===== config.mk =====
export PLATFORM = sky130hd
export DESIGN_NAME = bcd_display_scan
export DESIGN_NICKNAME = d
export VERILOG_FILES = /design/src/rtl/bcd_disp_pkg.sv /design/src/rtl/bcd_to_seg7.sv /design/src/rtl/bcd_display_scan.sv
export SDC_FILE = /design/constraint.sdc
export NUM_CORES = 1
export LEC_CHECK = 0
export BUFFER_PORTS_ARGS = -buffer_cell sky130_fd_sc_hd__buf_2
export CORE_MARGIN = 1
export CORE_UTILIZATION = 55
export DETAILED_ROUTE_END_ITERATION = 12
export PLACE_DENSITY_LB_ADDON = 0.05
export SLEW_MARGIN = 20
export SYNTH_ARGS = -nofsm -noshare
export SYNTH_HDL_FRONTEND = slang
export SYNTH_SLANG_ARGS = --single-unit

===== constraint.sdc =====
create_clock -name NEclk -period 6.65 [get_ports NEclk]
set_clock_uncertainty 0.2 [all_clocks]
set_input_delay 0.3325 -clock NEclk [delete_from_list [all_inputs] [get_ports NEclk]]
set_output_delay 0.3325 -clock NEclk [all_outputs]
set_load 0.1 [all_outputs]

===== src/rtl/bcd_disp_pkg.sv =====
// Shared types and constants for the multiplexed BCD seven-segment scanner.
// Segment patterns are active-high, ordered {g,f,e,d,c,b,a}.
package bcd_disp_pkg;

  typedef enum logic [1:0] {ST_IDLE, ST_GUARD, ST_ON} state_e;

  localparam logic [6:0] SEG_DASH = 7'h40;

  localparam logic [6:0] SEG_DIGITS [0:9] = '{
    7'h3F, 7'h06, 7'h5B, 7'h4F, 7'h66,
    7'h6D, 7'h7D, 7'h07, 7'h7F, 7'h6F
  };

  localparam logic [2:0] SLOT_MS0  = 3'd0;
  localparam logic [2:0] SLOT_MS1  = 3'd1;
  localparam logic [2:0] SLOT_MS2  = 3'd2;
  localparam logic [2:0] SLOT_S0   = 3'd3;
  localparam logic [2:0] SLOT_S1   = 3'd4;
  localparam logic [2:0] SLOT_MIN0 = 3'd5;
  localparam logic [2:0] SLOT_MIN1 = 3'd6;
  localparam logic [2:0] SLOT_H    = 3'd7;

  // Decimal points separate min.s and s.ms.
  localparam logic [7:0] DP_MASK = 8'b0010_1000;

endpackage


===== src/rtl/bcd_to_seg7.sv =====
// Combinational BCD to seven-segment decoder, active-high output.
// Non-decimal codes fall back to a dash so a corrupt digit never shows garbage.
module bcd_to_seg7
  import bcd_disp_pkg::*;
(
  input  logic [3:0] bcd,
  output logic [6:0] seg
);

  always_comb begin
    seg = SEG_DASH;
    if (bcd < 4'd10) seg = SEG_DIGITS[bcd];
  end

endmodule


===== src/rtl/bcd_display_scan.sv =====
// 8-digit time-multiplexed seven-segment scanner with per-frame digit snapshot
// and a dark guard interval per slot. Define BCD_DISP_LZB_EN for leading-zero blanking.
module bcd_display_scan
  import bcd_disp_pkg::*;
#(
  parameter int SCAN_DIV   = 50000,
  parameter int GUARD      = 16,
  parameter int ACTIVE_LOW = 1
) (
  input  logic       NEclk,
  input  logic       reset,
  input  logic       Enable,
  input  logic [3:0] bcd_h,
  input  logic [3:0] bcd_min_1,
  input  logic [3:0] bcd_min_0,
  input  logic [3:0] bcd_s_1,
  input  logic [3:0] bcd_s_0,
  input  logic [3:0] bcd_ms_2,
  input  logic [3:0] bcd_ms_1,
  input  logic [3:0] bcd_ms_0,
  output logic [6:0] seg,
  output logic       dp,
  output logic [7:0] an,
  output logic       frame_done
);

  localparam int CNT_W = $clog2(SCAN_DIV);
  localparam logic [CNT_W-1:0] LAST_C  = CNT_W'(SCAN_DIV - 1);
  localparam logic [CNT_W-1:0] GUARD_C = CNT_W'(GUARD);

  // XOR masks that turn active-high patterns into pin levels.
  localparam logic [7:0] AN_OFF  = (ACTIVE_LOW != 0) ? 8'hFF : 8'h00;
  localparam logic [6:0] SEG_OFF = (ACTIVE_LOW != 0) ? 7'h7F : 7'h00;
  localparam logic       DP_OFF  = (ACTIVE_LOW != 0);

  state_e             state_q, state_d;
  logic [2:0]         idx_q, idx_d;
  logic [CNT_W-1:0]   cnt_q, cnt_d;
  logic [7:0][3:0]    snap_q, snap_d;
  logic [7:0]         an_q, an_d;
  logic [6:0]         seg_q, seg_d;
  logic               dp_q, dp_d;
  logic               frame_done_q, frame_done_d;

  logic               load;
  logic [3:0]         cur_digit;
  logic [6:0]         dec_seg;
  logic               blank;

  // Next-state: slot sequencing and snapshot capture on every slot-0 entry.
  always_comb begin
    state_d = state_q;
    idx_d   = idx_q;
    cnt_d   = cnt_q;
    snap_d  = snap_q;
    load    = 1'b0;
    if (!Enable) begin
      state_d = ST_IDLE;
      idx_d   = '0;
      cnt_d   = '0;
    end else if (state_q == ST_IDLE) begin
      load    = 1'b1;
      idx_d   = '0;
      cnt_d   = '0;
      state_d = (GUARD == 0) ? ST_ON : ST_GUARD;
    end else if (cnt_q == LAST_C) begin
      load    = (idx_q == SLOT_H);
      idx_d   = idx_q + 3'd1;
      cnt_d   = '0;
      state_d = (GUARD == 0) ? ST_ON : ST_GUARD;
    end else begin
      cnt_d = cnt_q + CNT_W'(1);
      if (state_q == ST_GUARD && cnt_d == GUARD_C) state_d = ST_ON;
    end
    if (load) begin
      snap_d[SLOT_MS0]  = bcd_ms_0;
      snap_d[SLOT_MS1]  = bcd_ms_1;
      snap_d[SLOT_MS2]  = bcd_ms_2;
      snap_d[SLOT_S0]   = bcd_s_0;
      snap_d[SLOT_S1]   = bcd_s_1;
      snap_d[SLOT_MIN0] = bcd_min_0;
      snap_d[SLOT_MIN1] = bcd_min_1;
      snap_d[SLOT_H]    = bcd_h;
    end
  end

  assign cur_digit = snap_d[idx_d];

  bcd_to_seg7 u_dec (
    .bcd (cur_digit),
    .seg (dec_seg)
  );

`ifdef BCD_DISP_LZB_EN
  assign blank = ((idx_d == SLOT_H) && (snap_d[SLOT_H] == 4'd0)) ||
                 ((idx_d == SLOT_MIN1) && (snap_d[SLOT_H] == 4'd0) &&
                  (snap_d[SLOT_MIN1] == 4'd0));
`else
  assign blank = 1'b0;
`endif

  // Outputs are derived from the next state so they register on the same edge.
  always_comb begin
    logic [7:0] an_act;
    logic [6:0] seg_act;
    logic       dp_act;
    an_act       = '0;
    seg_act      = '0;
    dp_act       = 1'b0;
    frame_done_d = 1'b0;
    if (state_d != ST_IDLE) begin
      seg_act      = blank ? 7'h00 : dec_seg;
      dp_act       = DP_MASK[idx_d];
      frame_done_d = (idx_d == SLOT_H) && (cnt_d == LAST_C);
      if (state_d == ST_ON) an_act = 8'd1 << idx_d;
    end
    an_d  = an_act ^ AN_OFF;
    seg_d = seg_act ^ SEG_OFF;
    dp_d  = dp_act ^ DP_OFF;
  end

  // ---- register stage (falling edge) ----
  always_ff @(negedge NEclk) begin
    if (reset) begin
      state_q      <= ST_IDLE;
      idx_q        <= '0;
      cnt_q        <= '0;
      snap_q       <= '0;
      an_q         <= AN_OFF;
      seg_q        <= SEG_OFF;
      dp_q         <= DP_OFF;
      frame_done_q <= 1'b0;
    end else begin
      state_q      <= state_d;
      idx_q        <= idx_d;
      cnt_q        <= cnt_d;
      snap_q       <= snap_d;
      an_q         <= an_d;
      seg_q        <= seg_d;
      dp_q         <= dp_d;
      frame_done_q <= frame_done_d;
    end
  end

  assign an         = an_q;
  assign seg        = seg_q;
  assign dp         = dp_q;
  assign frame_done = frame_done_q;

endmodule


==> metrics.csv, run 1 <==
stage,metric,value,unit
outcome,outcome,"finished, final reports clean",
floorplanning,io_pins,52,
worst_setup_path,crit_fanout,19,
synth,synth.distinct_cells,70,
synth,synth_edf_count,0,
sta,whs,258,ps
clock_network,clock_latency,410,ps
route,ant_nets,0,
final_layout,drive_above_1_share,19.6,%
final_layout,n_fill_cell,443,
power_and_ir_drop,leakagePower,1.93,nW
clock_network,cts_resized,0,
route,viasPerCell,5.38,
route,vias,3073,
clock_network,cts-hold-fix-buffers,0,
synth,syn-num-nets,412,
global_route,track_usage,26.1,%
floorplanning,die-width,79.8,µm
worst_setup_path,r2r-end,seg[4],
final_layout,multi_input_area,1830,µm²
route,totalWireLength,7.68,mm
final_layout,design_area,4120,µm²
synth,yosysSeqAreaShare,42.1,%
global_route,grt_pass1_vias,2955,
synth,yosys_warnings,0,
worst_setup_path,worst-r2r-setup-slack,2860,ps
worst_setup_path,worst_ep_arrival_time,3080,ps
floorplanning,dieArea,6370,µm²
worst_setup_path,path_class,in2reg,
run,maxCapViolCount,0,
final_layout,final_common_cell,inv_1,
worst_setup_path,r2r_cells,13,
min_path,hold_end,snap_q[7],
global_route,antenna_found_initial,0,
global_route,grt_max_degree,36,
route,first_pass_iters,4,
sta,hold_violations,0,
sta,tightest_slew,915,ps
place,placed_area,3660,µm²
final_layout,final_util,72.6,%
floorplanning,core-area,5680,µm²
worst_setup_path,crit_required,3460,ps
final_layout,seq_area,1400,µm²
synth,synth_top_cell_by_area,dfxtp_1,
global_route,grt_pass1_wl,12.5,mm
place,gp_congestion,0.869,
sta,relSlewSlack,38.6,%
synth,netlist.area_leader.share,42.1,%
synth,syn_avg_cell_area,9.04,µm²
final_layout,area.growth.synth_to_final,23.8,%
place,dp_hpwl,5.32,mm
sta,final_max_slew_viol_count,0,
sta,rsz0062_at_grt,false,
route,wire_per_inst,13.4,µm
worst_setup_path,start_kind,input port,
synth,synth.cell_area,3330,µm²
clock_network,numClockSinks,70,
clock_network,post_cts_buffers,0,
final_layout,final_cell_mix,"78 x inv_1, 70 x dfxtp_1, 54 x nor2_1",
synth,async_flop_share,0,%
clock_network,htree_levels,3,
route,drcViolationCount,0,
synth,syn_inst,368,
synth,ys_seq_elements,70,
power_and_ir_drop,power.density,257,nW/µm²
worst_setup_path,r2r-start,cnt_q[0],
place,numPortBuffers,51,
clock_network,clock-root-buffer,clkbuf_8,
synth,yosys_most_used_dff,dfxtp_1,
final_layout,num_antenna_cells,0,
min_path,hp-class,reg2reg,
sta,tns,0,ps
worst_setup_path,end_kind,flip-flop,
power_and_ir_drop,ir_worst_vdd,0.196,mV
floorplanning,die_height,79.8,µm
global_route,grt-ovfl-total,0,
place,dp.cells,486,
route,initialDrtViolationCount,209,
synth,synth_area_leaders,"dfxtp_1 42%, mux2i_1 7.2%, nor2_1 6.1%",
sta,setup_viol,0,
floorplanning,initial_core_util,58.6,%
min_path,holdCritStartpoint,snap_q[7],
final_layout,stdcell_count,571,
clock_network,path_clk_slew,40,ps
clock_network,cts_max_path_buffers,2,
clock_network,cts_tree,built,
floorplanning,rows,27,
final_layout,nets,538,
min_path,hold_depth,2,
clock_network,numCtsBuffers,9,
[cell usage after synthesis (2+ instances only)]
cell type and instances:
a21o_1 2, a21oi_1 16, a21oi_2 2, a221oi_1 2, a221oi_2 2, a22oi_1 4
a31oi_1 2, and2_1 2, and3_1 5, buf_1 2, buf_4 2, buf_6 2
clkbuf_1 5, dfxtp_1 70, ha_1 9, inv_1 9, mux2_1 2, mux2i_1 24
nand2_1 42, nand2b_1 3, nand3_1 13, nand3b_1 2, nand4_1 2, nor2_1 54
nor2_2 2, nor2b_1 7, nor3_1 5, nor3_2 2, nor4_1 3, o21a_1 2
o21ai_0 3, o21ai_1 9, o22ai_1 2, or3_1 4, xnor2_1 11, xor2_1 6
[cells by family after synthesis]
family	count (synthesis)	synth area share, %
AOI/OAI and AO/OA	63	14.7
xor gates and xnor gates	17	4.47
adders and majority gates	9	3.38
buffers and inverters	22	3.20
DFF	70	42.1
muxes	27	8.23
and+or+nand+nor	160	23.9
[worst max path at each step]
stage / start / end / cells after the start
after floorplan: Enable / seg[4] / 14
after global placement: Enable / seg[4] / 12
after detailed placement: Enable / seg[4] / 12
after CTS: Enable / seg[4] / 12
after global routing: Enable / seg[4] / 12
final: Enable / seg[4] / 12
[cell type report]
| class | instances | area share [%] |
|---|---|---|
| Clock buffer | 9 | 3.01 |
| Clock inverter | 77 | 8.17 |
| Inverter | 9 | 0.820 |
| Multi-Input combinational cell | 276 | 44.4 |
| Sequential cell | 70 | 34.0 |
| Tap cell | 72 | 2.19 |
| Timing Repair Buffer | 58 | 7.47 |
[where the power goes]
| group | leakage, nW | internal, mW | switching (mW) |
|---|---|---|---|
| logic | 0.897 | 0.0370 | 0.0682 |
| registers | 0.572 | 0.438 | 0.00467 |
| clock network | 0.466 | 0.229 | 0.280 |
[per-stage QoR]
stage	worst slack (ps)	power [mW]
6_report	385	1.06
3_5_place_dp	0.0842	0.618
2_1_floorplan	190	0.591
4_1_cts	389	1.08
3_3_place_gp	77.3	0.616
5_1_grt	211	1.14
[flip-flops by register name, summed over array words and instances, names as in the netlist]
register,cells
snap_q,32
an,8
frame_done,1
idx_q,3
cnt_q,16
state_q,2
seg,7
dp,1
[worst max-delay path, stage by stage]
cell and delay (ps):
buf_2 110, or3b_2 200, a21boi_4 580, buf_4 370
mux2i_1 270, a22oi_1 120, nand3_1 150, and2_1 220
inv_2 60, ha_1 190, or3b_1 370, nand3_1 80
[metal layers]
| layer | track usage (%) | vias to the layer above | part of all wire (%) |
|---|---|---|---|
| li1 | - | 1539 | - |
| met1 | 30.6 | 1431 | 45 |
| met2 | 38.9 | 86 | 48 |
| met3 | 10.3 | 17 | 5.0 |
| met4 | 18.4 | 0 | 2.1 |
| met5 | 0 | - | 0 |
Power figures use the tool's default switching activity.
==> run 2: changes to the inputs <==
==> constraint.sdc (replaced) <==
create_clock -name NEclk -period 6.65 [get_ports NEclk]
set_clock_uncertainty 0.2 [all_clocks]
set_input_delay 1.33 -clock NEclk [delete_from_list [all_inputs] [get_ports NEclk]]
set_output_delay 1.33 -clock NEclk [all_outputs]
set_load 0.1 [all_outputs]
==> run 2 against run 1 <==
Net effect: the run now ends with setup timing left; worst setup slack got worse by 680 ps; combinational power rose by 37%; first-iteration DRC count fell by 10%; critical path depth rose by 1; cell count rose by 8.8%; global-route usage rose by 2.5 points; die area did not move; critical path type unchanged; largest power group unchanged; highest routed layer unchanged.
==> metrics.csv, run 2 (same netlist as run 1, synthesis figures left out) <==
stage,metric,value,unit,change
route,totalWireLength,9.07,mm,+18%
sta,fin_ws,-293,ps,-678 ps
power_and_ir_drop,ir_worst_vdd,0.195,mV,-0.33%
floorplanning,core-area,5680,µm²,unchanged
final_layout,nets,588,,+9.3%
final_layout,largest_reg_flops,32,,unchanged
clock_network,cts_tree,built,,
worst_setup_path,path_class,in2reg,,
worst_setup_path,crit_fanout,12,,-7
min_path,hp-class,reg2reg,,
floorplanning,die_height,79.8,µm,unchanged
global_route,antenna_found_initial,0,,unchanged
final_layout,drive_above_1_share,31.1,%,+12 points
floorplanning,io_pins,52,,unchanged
final_layout,area.growth.synth_to_final,41.1,%,
place,numPortBuffers,51,,unchanged
sta,whs,269,ps,+10.5 ps
worst_setup_path,end_kind,flip-flop,,
outcome,violations,setup timing,,
min_path,holdCritStartpoint,snap_q[15],,
place,gp_congestion,0.847,,-2.5%
worst_setup_path,crit_required,3460,ps,about the same
sta,hold_violations,0,,unchanged
route,viasPerCell,5.33,,-0.90%
min_path,hold_depth,2,,unchanged
sta,setup_viol,7,,+7
route,drcViolationCount,0,,unchanged
final_layout,final_cell_mix,"78 x inv_1, 70 x dfxtp_1, 53 x nor2_1, 53 x buf_4, 50 x buf_2",,
final_layout,largest-register,snap_q,,
global_route,grt_max_degree,36,,unchanged
floorplanning,dieArea,6370,µm²,unchanged
clock_network,htree_levels,3,,unchanged
route,initialDrtViolationCount,188,,-10%
floorplanning,initial_core_util,58.6,%,unchanged
clock_network,cts_max_path_buffers,2,,unchanged
route,wire_per_inst,14.6,µm,+8.6%
clock_network,path_clk_slew,40,ps,about the same
clock_network,cts-hold-fix-buffers,0,,unchanged
sta,rsz0062_at_grt,true,,
clock_network,clock-root-buffer,clkbuf_8,,
floorplanning,die-width,79.8,µm,unchanged
outcome,outcome,"complete, but fails checks",,
sta,tns,-1270,ps,-1270 ps
run,maxCapViolCount,0,,unchanged
route,first_pass_iters,4,,unchanged
final_layout,design_area,4700,µm²,+14%
global_route,grt-ovfl-total,0,,unchanged
worst_setup_path,r2r_cells,13,,unchanged
sta,relSlewSlack,65.8,%,+27 points
final_layout,num_antenna_cells,0,,unchanged
route,vias,3312,,+7.8%
place,placed_area,4000,µm²,+9.0%
worst_setup_path,r2r-start,cnt_q[0],,
clock_network,numCtsBuffers,9,,unchanged
clock_network,numClockSinks,70,,unchanged
place,dpl_worst_slack,-693,ps,-693 ps
worst_setup_path,r2r-end,seg[4],,
clock_network,clock_latency,400,ps,about the same
place,dp_hpwl,5.92,mm,+11%
sta,tightest_slew,513,ps,-402 ps
global_route,track_usage,28.6,%,+2.5 points
worst_setup_path,worst_ep_arrival_time,3750,ps,+670 ps
sta,final_max_slew_viol_count,0,,unchanged
final_layout,final_common_cell,inv_1,,
route,ant_nets,0,,unchanged
min_path,hold_end,snap_q[15],,
power_and_ir_drop,leakagePower,2.20,nW,+14%
global_route,grt_pass1_vias,3271,,+11%
floorplanning,rows,27,,unchanged
worst_setup_path,start_kind,input port,,
worst_setup_path,worst-r2r-setup-slack,2840,ps,-20 ps
global_route,grt_pass1_wl,13.9,mm,+11%
power_and_ir_drop,power.density,248,nW/µm²,-3.4%
==> run 2: layer usage <==
layer | routed length (µm) | global-route usage, % | share of wire [%] | up-vias
li1 | - | - | - | 1643
met3 | 486 | 12.8 | 5.4 | 12
met5 | 0 | 0 | 0 | -
met2 | 4700 | 46.6 | 52 | 92
met4 | 84 | 12.3 | 0.93 | 0
met1 | 3800 | 32.3 | 42 | 1565
==> run 2: critical path, stage by stage <==
cell	delay, ps
buf_8	80
or3b_4	370
a21boi_4	160
buf_4	170
buf_8	150
mux2i_1	230
a22oi_1	160
nand3_1	140
and2_2	250
inv_2	60
ha_2	180
or3b_1	370
nand3_1	90
==> run 2: per-stage QoR <==
stage,utilization [%],cells,power [mW]
finish,82.8,621,1.16
global route,82.8,621,1.24
CTS,80.4,618,1.16
detailed placement,70.4,529,0.636
global placement,70.4,529,0.633
floorplan,-,368,0.593
==> run 2: what timing repair did <==
item,4_1_cts,5_1_grt
endpoints found under the setup margin,7,7
setup buffers,4,6
pin swaps,5,11
gates resized for setup,11,26
==> run 2: layout make-up <==
cell class                      instances  area (µm²)
Multi-Input combinational cell        276        1960
Sequential cell                        70        1400
Fill cell                             376         978
Timing Repair Buffer                  108         712
Clock inverter                         77         373
Clock buffer                            9         124
Tap cell                               72        90.1
Inverter                                9        33.8
==> run 2: worst max-delay path by stage <==
stage            from      to  slack (ps)  cells past startpoint
2_1_floorplan  Enable  seg[4]        -600                     14
3_3_place_gp   Enable  seg[0]        -630                     11
3_5_place_dp   Enable  seg[4]        -690                     12
4_1_cts        Enable  seg[4]        -210                     14
5_1_grt        Enable  seg[4]        -370                     13
6_report       Enable  seg[4]        -290                     13
==> run 2: report_power, final <==
group          internal (mW)  leakage [nW]  switching, mW
Sequential             0.438         0.572        0.00528
Combinational         0.0618          1.14         0.0818
Clock                  0.302         0.490          0.275
==> run 3: changes to the inputs <==
SYNTH_HIERARCHICAL = 1   (was default)
==> run 3 against run 2 <==
Net effect: the run now ends clean; power shrank 4.9%; routed wire length grew 0.71%; non-clock buffer count shrank 25; via count grew 11%; synthesized cell count grew 23%; global-route usage shrank 1.2 points; critical path depth shrank 1; critical endpoint is now seg[2]; highest routed layer unchanged.
==> metrics.csv, run 3 <==
stage,metric,value,unit,change
synth,syn_inst,452,,+23%
worst_setup_path,r2r-end,seg[5],,
place,numPortBuffers,51,,unchanged
sta,rsz0062_at_grt,false,,
route,initialDrtViolationCount,210,,+12%
run,maxCapViolCount,0,,unchanged
worst_setup_path,r2r-start,cnt_q[0],,
clock_network,path_clk_slew,30,ps,about the same
power_and_ir_drop,power.internal,0.748,mW,-6.7%
final_layout,multi_input_area,2210,µm²,+13%
final_layout,drive_above_1_share,22.8,%,-8.3 points
synth,syn-num-nets,496,,+20%
global_route,grt_pass1_vias,3606,,+10%
floorplanning,rows,29,,+7.4%
synth,ys_seq_elements,70,,unchanged
power_and_ir_drop,power_frac_seq,40.1,%,+2.0 points
floorplanning,core-area,6350,µm²,+12%
route,first_pass_iters,4,,unchanged
floorplanning,die-width,83.1,µm,+4.1%
sta,tightest_slew,793,ps,+280 ps
final_layout,final_cell_mix,"84 x nand2_1, 79 x inv_1, 70 x dfxtp_1",,
floorplanning,initial_core_util,56.9,%,-1.7 points
power_and_ir_drop,p_comb_share,10.5,%,-1.8 points
worst_setup_path,start_kind,input port,,
final_layout,num_antenna_cells,0,,unchanged
worst_setup_path,crit_fanout,8,,-4
place,dp.cells,584,,+10%
route,wire_per_inst,13.7,µm,-6.5%
worst_setup_path,r2r_cells,14,,+1
final_layout,nets,631,,+7.3%
clock_network,cts-hold-fix-buffers,0,,unchanged
synth,async_flop_share,0,%,unchanged
place,dp_hpwl,6.35,mm,+7.3%
synth,synth.cell_area,3610,µm²,+8.6%
synth,synth_edf_count,0,,unchanged
synth,yosys_warnings,6,,+6
power_and_ir_drop,clkPwrFrac,49.4,%,-0.2 points
clock_network,post_cts_buffers,0,,-4
final_layout,design_area,4720,µm²,+0.53%
min_path,holdCritStartpoint,snap_q[5],,
place,gp_congestion,0.839,,-1.0%
final_layout,largest_reg_flops,32,,unchanged
synth,synthTopCellsByCount,"84 x nand2_1, 70 x dfxtp_1, 40 x a21oi_1, 37 x nor2_1, 20 x clkbuf_1",,
final_layout,largest-register,snap_q,,
route,vias,3678,,+11%
clock_network,cts_max_path_buffers,2,,unchanged
final_layout,area.growth.synth_to_final,30.7,%,
power_and_ir_drop,p_sw,0.359,mW,-0.97%
synth,yosys_most_used_dff,dfxtp_1,,
min_path,hp-class,reg2reg,,
synth,synth_top_cell_by_area,dfxtp_1,,
final_layout,final_util,74.4,%,-8.4 points
sta,hold_violations,0,,unchanged
worst_setup_path,end_kind,flip-flop,,
final_layout,stdcell_count,669,,+7.7%
worst_setup_path,crit_required,3380,ps,-80 ps
place,placed_area,4190,µm²,+4.9%
synth,synth.distinct_cells,49,,-30%
clock_network,cts_tree,built,,
final_layout,final_common_cell,nand2_1,,
power_and_ir_drop,swShare,32.4,%,+1.3 points
route,ant_nets,0,,unchanged
global_route,grt-ovfl-total,0,,unchanged
global_route,antenna_found_initial,0,,unchanged
global_route,track_usage,27.5,%,-1.2 points
sta,setup_viol,0,,-7
synth,synth_area_leaders,"dfxtp_1 39%, nand2_1 8.7%, a21oi_1 5.5%",,
power_and_ir_drop,ir_worst_vdd,0.212,mV,+8.6%
synth,syn_avg_cell_area,7.99,µm²,-12%
clock_network,numClockSinks,70,,unchanged
route,totalWireLength,9.14,mm,+0.71%
final_layout,seq_area,1400,µm²,unchanged
worst_setup_path,worst-r2r-setup-slack,2070,ps,-770 ps
route,viasPerCell,5.50,,+3.1%
sta,final_max_slew_viol_count,0,,unchanged
global_route,grt_max_degree,28,,-22%
sta,relSlewSlack,47.0,%,-19 points
synth,yosysMostFrequentCell,nand2_1,,
sta,tns,0,ps,+1270 ps
floorplanning,dieArea,6900,µm²,+8.4%
global_route,grt_pass1_wl,15.6,mm,+12%
route,drcViolationCount,0,,unchanged
clock_network,htree_levels,3,,unchanged
power_and_ir_drop,leakagePower,2.06,nW,-6.1%
clock_network,clock-root-buffer,clkbuf_8,,
synth,netlist.area_leader.share,38.8,%,-3.3 points
worst_setup_path,worst_ep_arrival_time,3280,ps,-470 ps
final_layout,n_fill_cell,496,,+32%
floorplanning,io_pins,52,,unchanged
clock_network,cts_resized,0,,-11
sta,whs,251,ps,-17.6 ps
outcome,outcome,"finished, final reports clean",,
clock_network,numCtsBuffers,9,,unchanged
min_path,hold_depth,2,,unchanged
min_path,hold_end,snap_q[5],,
worst_setup_path,path_class,in2reg,,
clock_network,clock_latency,400,ps,about the same
power_and_ir_drop,power.density,234,nW/µm²,-5.4%
synth,yosysSeqAreaShare,38.8,%,-3.3 points
floorplanning,die_height,83.1,µm,+4.1%
==> run 3: critical path, stage by stage <==
cell and delay (ps):
buf_2 110, o21ai_4 70, buf_4 180, buf_4 150, a211oi_1 250, nor4_1 150
o21bai_1 180, a221oi_1 370, buf_4 220, nor2_1 50, a21oi_1 140, nand2_1 70
==> run 3: power groups by stage <==
stage	logic (mW)	registers, mW	clock network (mW)
after floorplan	0.0581	0.471	0.0648
after CTS	0.116	0.443	0.561
after global placement	0.114	0.449	0.0648
after global routing	0.128	0.444	0.613
final	0.116	0.444	0.547
after detailed placement	0.115	0.449	0.0648
==> run 3: worst max path at each step <==
stage	slack [ps]	startpoint	to	cells after the start
after CTS	30	Enable	seg[2]	12
after floorplan	-30	Enable	seg[4]	12
final	100	Enable	seg[2]	12
after detailed placement	-330	Enable	seg[2]	12
after global placement	-280	Enable	seg[2]	12
after global routing	10	Enable	seg[6]	12
==> run 3: cell type report <==
cell class              count  share of cell area (%)
multi-input cells         343                    46.8
flip-flops and latches     70                    29.7
repair buffers             83                    10.5
clock inverters            77                    7.55
clock buffers               9                    2.62
well taps                  77                    2.04
inverters                  10                   0.795
==> run 3: cell families (layout without fill, tap and decap cells) <==
logic type               count (synthesis)  count (layout)  share of synthesized area, %
AO/OA/AOI/OAI                           87              87                          14.0
buffers and inverters                   39             179                          4.81
adder cells (fa/ha/maj)                  9               9                          3.12
XOR/XNOR                                17              17                          4.12
multiplexers                            22              22                          6.47
AND/OR/NAND/NOR                        208             208                          28.7
flip-flops                              70              70                          38.8
==> run 3: through the flow <==
stage / setup slack, ps / power [mW]
floorplan: -33.4 / 0.594
global placement: -281 / 0.627
detailed placement: -332 / 0.629
CTS: 33.4 / 1.12
global route: 11.1 / 1.19
finish: 101 / 1.11
==> run 3: metal layers <==
layer	global-route usage (%)	share of wire (%)	vias to the layer above
met3	10.9	5.7	15
met4	14.7	2.0	0
met2	42.8	48	120
met5	0	0	-
met1	32.3	45	1702
li1	-	-	1841
